===== config.mk =====
export PLATFORM = sky130hd
export DESIGN_NAME = trap_ctrl
export DESIGN_NICKNAME = d
export VERILOG_FILES = /design/src/rtl/trap_ctrl.sv
export SDC_FILE = /design/constraint.sdc
export NUM_CORES = 1
export LEC_CHECK = 0
export BUFFER_PORTS_ARGS = -buffer_cell sky130_fd_sc_hd__buf_4
export CAP_MARGIN = 0
export CORE_ASPECT_RATIO = 0.7
export CORE_MARGIN = 4
export CORE_UTILIZATION = 46
export DETAILED_ROUTE_END_ITERATION = 6
export PLACE_DENSITY = 0.95
export SETUP_SLACK_MARGIN = 0.1
export SYNTH_ARGS = -nofsm -noshare
export SYNTH_HDL_FRONTEND = slang
export SYNTH_SLANG_ARGS = --single-unit

===== constraint.sdc =====
create_clock -name clk -period 4 [get_ports clk]
set_clock_uncertainty 0.15 [all_clocks]
set_input_delay 0.2 -clock clk [delete_from_list [all_inputs] [get_ports clk]]
set_output_delay 0.2 -clock clk [all_outputs]
set_load 0.01 [all_outputs]

===== src/rtl/trap_ctrl.sv =====
// Trap sequencer: turns ecall/mret requests into CSR strobes, redirects fetch,
// then stalls and flushes the pipeline for FLUSH_CYCLES cycles.
module trap_ctrl #(
   parameter int FLUSH_CYCLES = 2,
   parameter int CNT_W        = 16
) (
   input  logic             clk,
   input  logic             reset_x,
   input  logic             ecall_req,
   input  logic             mret_req,
   input  logic [31:0]      pc_in,
   input  logic [31:0]      mtvec_in,
   input  logic [31:0]      mepc_in,
   output logic             ecall,
   output logic             mret,
   output logic [31:0]      trap_pc,
   output logic             redirect_valid,
   output logic [31:0]      redirect_pc,
   output logic             stall,
   output logic             flush,
   output logic [CNT_W-1:0] trap_count
);

   typedef enum logic [2:0] {
      IDLE,
      ENTER,
      EXIT,
      REDIRECT,
      FLUSH
   } state_t;

   // The FLUSH state counts down to zero, so it is loaded with one less than the hold length.
   localparam logic [3:0] FLUSH_LOAD = (FLUSH_CYCLES == 0) ? 4'd0 : 4'(FLUSH_CYCLES - 1);

   state_t      state;
   logic [3:0]  flush_cnt;
   logic        kind;
   logic [31:0] redirect_base;

   // kind: 0 = ecall (redirect to mtvec base), 1 = mret (redirect to mepc).
   always_ff @(posedge clk or negedge reset_x) begin
      if (!reset_x) begin
         state      <= IDLE;
         flush_cnt  <= 4'd0;
         kind       <= 1'b0;
         trap_pc    <= 32'd0;
         trap_count <= '0;
      end else begin
         case (state)
            IDLE: begin
               if (ecall_req) begin
                  trap_pc <= pc_in;
                  kind    <= 1'b0;
                  state   <= ENTER;
               end else if (mret_req) begin
                  kind  <= 1'b1;
                  state <= EXIT;
               end
            end
            ENTER: begin
               if (trap_count != {CNT_W{1'b1}}) begin
                  trap_count <= trap_count + 1'b1;
               end
               state <= REDIRECT;
            end
            EXIT: begin
               state <= REDIRECT;
            end
            REDIRECT: begin
               if (FLUSH_CYCLES == 0) begin
                  state <= IDLE;
               end else begin
                  flush_cnt <= FLUSH_LOAD;
                  state     <= FLUSH;
               end
            end
            FLUSH: begin
               if (flush_cnt == 4'd0) begin
                  state <= IDLE;
               end else begin
                  flush_cnt <= flush_cnt - 4'd1;
               end
            end
            default: begin
               state <= IDLE;
            end
         endcase
      end
   end

   // Strobes decode the registered state only, so they are stable when the CSR file samples at negedge.
   assign ecall          = (state == ENTER);
   assign mret           = (state == EXIT);
   assign redirect_valid = (state == REDIRECT);
   assign flush          = (state == FLUSH);
   assign stall          = (state != IDLE);

   // Synchronous traps always land on the mtvec base, even in vectored mode.
   assign redirect_base = kind ? mepc_in : mtvec_in;
   assign redirect_pc   = redirect_valid ? (redirect_base & 32'hFFFF_FFFC) : 32'd0;

endmodule


# [Yosys cells after proc, flatten, opt, wreduce, memory -nomap -nowiden]
# Cells that the tools add are included.
[totals] mem_bits_rw=0 n_memories=0 out_inout_bits=85 rom_bits=0 elab_cells=36 latchBits=0 reg_bits=56 in_bits=100
[op_classes] eq_ne=8 n_lt_le_gt_ge=0 reduce_logical=11 div_mod_pow=0 mul=0 mux=10 addsub=2 shift=0 bitwise_logic=0
[op_table] cell="$mux W32" n=2
[op_table] cell="$add A16 B1 Y16 const B" n=1
[op_table] cell="$ne A16 B16 Y1 const B" n=1
[op_table] cell="$pmux W3 S4" n=1
[op_table] cell="$reduce_and A2 Y1" n=5
[op_table] cell="$mux W3" n=3
[op_table] cell="$pmux W4 S2" n=1
[op_table] cell="$eq A3 B2 Y1 const B" n=2
[op_table] cell="$logic_not A4 Y1" n=1
[op_table] cell="$mux W4" n=1
[op_table] cell="$reduce_bool A2 Y1" n=2
[op_table] cell="$sub A4 B1 Y4 const B" n=1
[op_table] cell="$eq A3 B1 Y1 const B" n=1
[op_table] cell="$eq A3 B3 Y1 const B" n=1
[op_table] cell="$logic_not A3 Y1" n=1
[op_table] cell="$ne A3 B3 Y1 const B" n=1
[op_table] cell="$reduce_bool A3 Y1" n=1
[op_table] cell="$mux W1" n=2
[op_table] cell="$ne A2 B1 Y1 const B" n=1
[op_table] cell="$ne A2 B2 Y1 const B" n=1
[op_table] cell="$reduce_or A2 Y1" n=1

# [Depth between registers and ports, before layout]
[logic_depth] ltp_word=3 ltp_mapped=7 depth_no_buf=5

# [Worst setup path after synthesis]
# OpenSTA, ideal clock, no wires.
[synth_path] path_type="register -> register" startpoint="register state[1]" endpoint="register trap_count[11]" t_required_ns=3.722 path_slack_ns=1.978 setup_ns=0.128 n_path_buf=2 path_stages_with_launch=7 arrival_ns=1.745 path_cell_list="dfrtp_1 > buf_6 > or3b_1 > buf_6 > or2_4 > nor3_2 > mux2_1"
[synth_via] elab_chain_cells=2
[synth_rtl] item="from (decl)" line_no="35" rtl="state_t state;"
[synth_rtl] item="from (signal assigned)" line_no="43" rtl="state <= IDLE;"
[synth_rtl] item="from (signal assigned)" line_no="54" rtl="state <= ENTER;"
[synth_rtl] item="from (signal assigned)" line_no="57" rtl="state <= EXIT;"
[synth_rtl] item="$eq A3 B1 Y1" line_no="49" rtl="case (state)"
[synth_rtl] item="$reduce_and A2 Y1 (no line)"
[synth_rtl] item="to (signal assigned)" line_no="62" rtl="trap_count <= trap_count + 1'b1;"
[synth_rtl] item="to (decl)" line_no="21" rtl="output logic [CNT_W-1:0] trap_count"
# No other way between the ends.
# A chain may end at the register's enable or synchronous reset.

# [Final worst setup path]
# Ends and elaborated chain as after synthesis.

==> out/qor.csv <==
stage,metric,value,unit
synthesis,"EDFF count, synth",0,
layout,design area,4717,um^2
place,DP HPWL,6503,um
critical_path,Worst Setup End Kind,register,
die,die width,103.4,um
clocking,post-cts resize count,0,
synthesis,Post-Syn Area,2928,um^2
clocking,Sink Count,56,
grt,grt total ovfl,0,
route,routed vias,2761,
die,# rows,24,
layout,number of diodes,0,
synthesis,top_reg_cell synth,dfrtp_1,
layout,synthesis-to-finish area growth,61.11,%
route,Detail Route Antenna Nets,0,
grt,wire length of the first global-routing pass,13550,um
synthesis,leading area contributor after synthesis,dfrtp_1,
sta,"Setup violations, final",0,
synthesis,"Seq/Total Area, Yosys",47.86,%
synthesis,Synth Warn #,0,
layout,Post-layout nets,570,
route,initial drt markers,90,
critical_path,Worst EP required,4.03,ns
route,first drt pass iteration count,6,
synthesis,Synth Area in XOR/XNOR,2.692,%
clocking,CTS tree,yes,
min_path,Hold Crit Class,in -> reg,
route,routed len/inst,16.60,um
sta,final worst-path cycle share,55.52,%
route,# DRC,0,
sta,final max-slew violation count,0,
synthesis,Compound-Gate Fraction of Synth Area,2.906,%
clocking,CTS Buf Count,5,
synthesis,Yosys cell types,41,
route,Routed WL,9081,um
route,routed vias/inst,5.048,
clocking,Worst-Skew Late Latency,0.30,ns
min_path,worst hold path stage count,3,
sta,Worst Tran Pin Value,0.6939,ns
grt,number of global-route vias before repair,2786,
synthesis,post-synthesis mux area share,24.96,%
sta,Final min period,2.221,ns
clocking,CTS H-tree depth,2,
place,Placed Area,4293,um^2
synthesis,main combinational cell family by area after synthesis,multiplexers,
clocking,clock buffer depth,2,
critical_path,R2R Setup Slk,1.78,ns
status,outcome,"finished, final reports clean",
layout,register area,1401,um^2
critical_path,CP arrival,2.25,ns
power_and_ir_drop,leakage,0.002391,uW
job,max-cap check violation count,0,
die,Initial Util,47.33,%
synthesis,Yosys top cell area share,47.86,%
grt,largest net degree at the start of global routing,57,
synthesis,simple-gate share of the synthesized area,16.37,%
synthesis,#FFs+latches synth,56,
sta,final hold viol count,0,
synthesis,Post-Synth Adder-Cell Area,0.8547,%
critical_path,CP Class,reg -> reg,
place,GPL Wtd Cong,0.8256,
die,Core ar.,6186,um^2
grt,Tot GR Track Use,22.42,%
clocking,clk root buf,clkbuf_8,
power_and_ir_drop,power per cell area,590.3,nW/um^2
layout,# fillers,432,
power_and_ir_drop,VDD IR max,0.4391,mV
clocking,Worst-path clk slew,0.09,ns
synthesis,post-synthesis async set-or-reset flop share,100.0,%
sta,Final TNS setup,0,ns
synthesis,cell count after synthesis,263,
die,Die Ht,74.75,um
die,die area,7726,um^2
critical_path,Startpoint Class,register,
place,Port Buffers,178,
sta,RSZ-0062 raised after global routing,no,
critical_path,R2R depth,4,
layout,area of the multi-input gates,1409,um^2
critical_path,CP Max Fanout,9,
grt,initial antenna violation count,0,
sta,FMAX,450.3,MHz
layout,layout cells sized above 1,50.53,%
synthesis,"top cells by area, synth","dfrtp_1 48%, mux2_2 13%, mux2i_1 11%, nor2_1 5.5%, xor2_1 1.8%",
synthesis,"Avg Cell Area, Syn",11.13,um^2
sta,Slew HR,53.74,%
die,IO Pins,185,
-- flip-flops by register name, summed over array words and instances, names as in the netlist --
signal and flops:
state 3, trap_pc 32, flush_cnt 4, trap_count 16, kind 1
-- power by group --
group,switching (uW),internal [uW]
sequential,180,789
clock,174,141
combinational,697,802
total,1050,1730
-- routing by layer --
metal  up-vias  routed length [um]  global-route usage, %  share of wire, %
met2        89                4953                  40.04                55
met5         -                   0                      0                 0
met3         8                 480                  4.815               5.3
met1      1346                3550                  28.24                39
met4         0                  97                  4.741               1.1
li1       1318                   -                      -                 -
-- cell usage in the layout (no fill, tap or decap), types with 2 or more instances in the layout --
cell type / instances
dfrtp_1: 56
dlygate4sd3_1: 33
o21a_1: 2
nor4_1: 2
or2_2: 3
mux2i_1: 31
a21oi_1: 7
conb_1: 2
nand3_1: 6
xor2_1: 6
inv_1: 9
clkbuf_8: 6
a211oi_1: 4
nor3b_1: 2
nand2_1: 6
xnor2_1: 3
mux2_2: 35
nor3_1: 4
buf_4: 180
nand4_1: 6
nor2_1: 42
ha_1: 2
nor3_2: 3
-- logic make-up (layout without fill, tap and decap cells) --
logic type               count (synthesis)  in the layout
flip-flops                              56             56
multiplexers                            68             68
other                                    1              2
AND/OR/NAND/NOR                         88             88
buffers and inverters                   25            230
AO/OA/AOI/OAI                           14             14
adder cells (fa/ha/maj)                  2              2
XOR/XNOR                                 9              9
-- worst paths after layout --
kind,startpoint,to
setup / recovery,state[1]$_DFFE_PN0P_,trap_count[11]$_DFFE_PN0P_
hold / removal,mret_req,kind$_DFFE_PN0P_
setup reg to reg,state[1]$_DFFE_PN0P_,trap_count[11]$_DFFE_PN0P_
hold reg to reg,trap_count[10]$_DFFE_PN0P_,trap_count[10]$_DFFE_PN0P_
max in group asynchronous,reset_x,trap_count[1]$_DFFE_PN0P_
min in group asynchronous,reset_x,trap_pc[8]$_DFFE_PN0P_
-- worst max-delay path: stages (launching register included) --
cell and delay, ns:
dfrtp_1 0.47, or3b_1 0.59, or2_4 0.34, nor3_2 0.21, mux2_1 0.35
-- timing repair --
action / in CTS / in global routing
hold buffers: 33 / 0
hold endpoints to repair: 88 / 0
endpoints found under the setup margin: 0 / 0
buffers inserted: 0 / 0
-- metrics by stage --
step / utilization (%) / hold slack [ns] / total power (uW) / setup WS [ns] / instances
after floorplan: - / -0.2456 / 1763 / 1.978 / 264
final: 76.25 / 0.03667 / 2784 / 1.779 / 547
after global routing: 76.25 / 0.05900 / 2952 / 1.696 / 547
after detailed placement: 69.40 / 0.1410 / 2435 / 1.822 / 506
after global placement: 69.40 / 0.1343 / 2367 / 1.875 / 506
after CTS: 76.25 / 0.02780 / 2787 / 1.793 / 547
-- final cells by class --
cell class	count	share of cell area, %
Timing Repair Buffer	213	35.65
Multi-Input combinational cell	183	29.87
Clock buffer	7	1.830
Clock inverter	1	0.1592
Sequential cell	56	29.71
Tap cell	78	2.069
Inverter	9	0.7162
-- cells in the mapped netlist, types with 2 or more instances --
cell,instances
nand2_1,6
buf_1,3
or2_2,3
mux2_2,35
nor3_1,4
nor2_1,43
xnor2_1,3
mux2i_1,31
o21a_1,2
a21oi_1,7
ha_1,2
buf_4,3
nor3_2,3
buf_2,3
a211oi_1,4
inv_1,9
xor2_1,6
clkbuf_1,5
nor3b_1,2
buf_6,2
nand3_1,6
nor4_1,2
nand4_1,6
dfrtp_1,56
(Power assumes the default switching activity.)
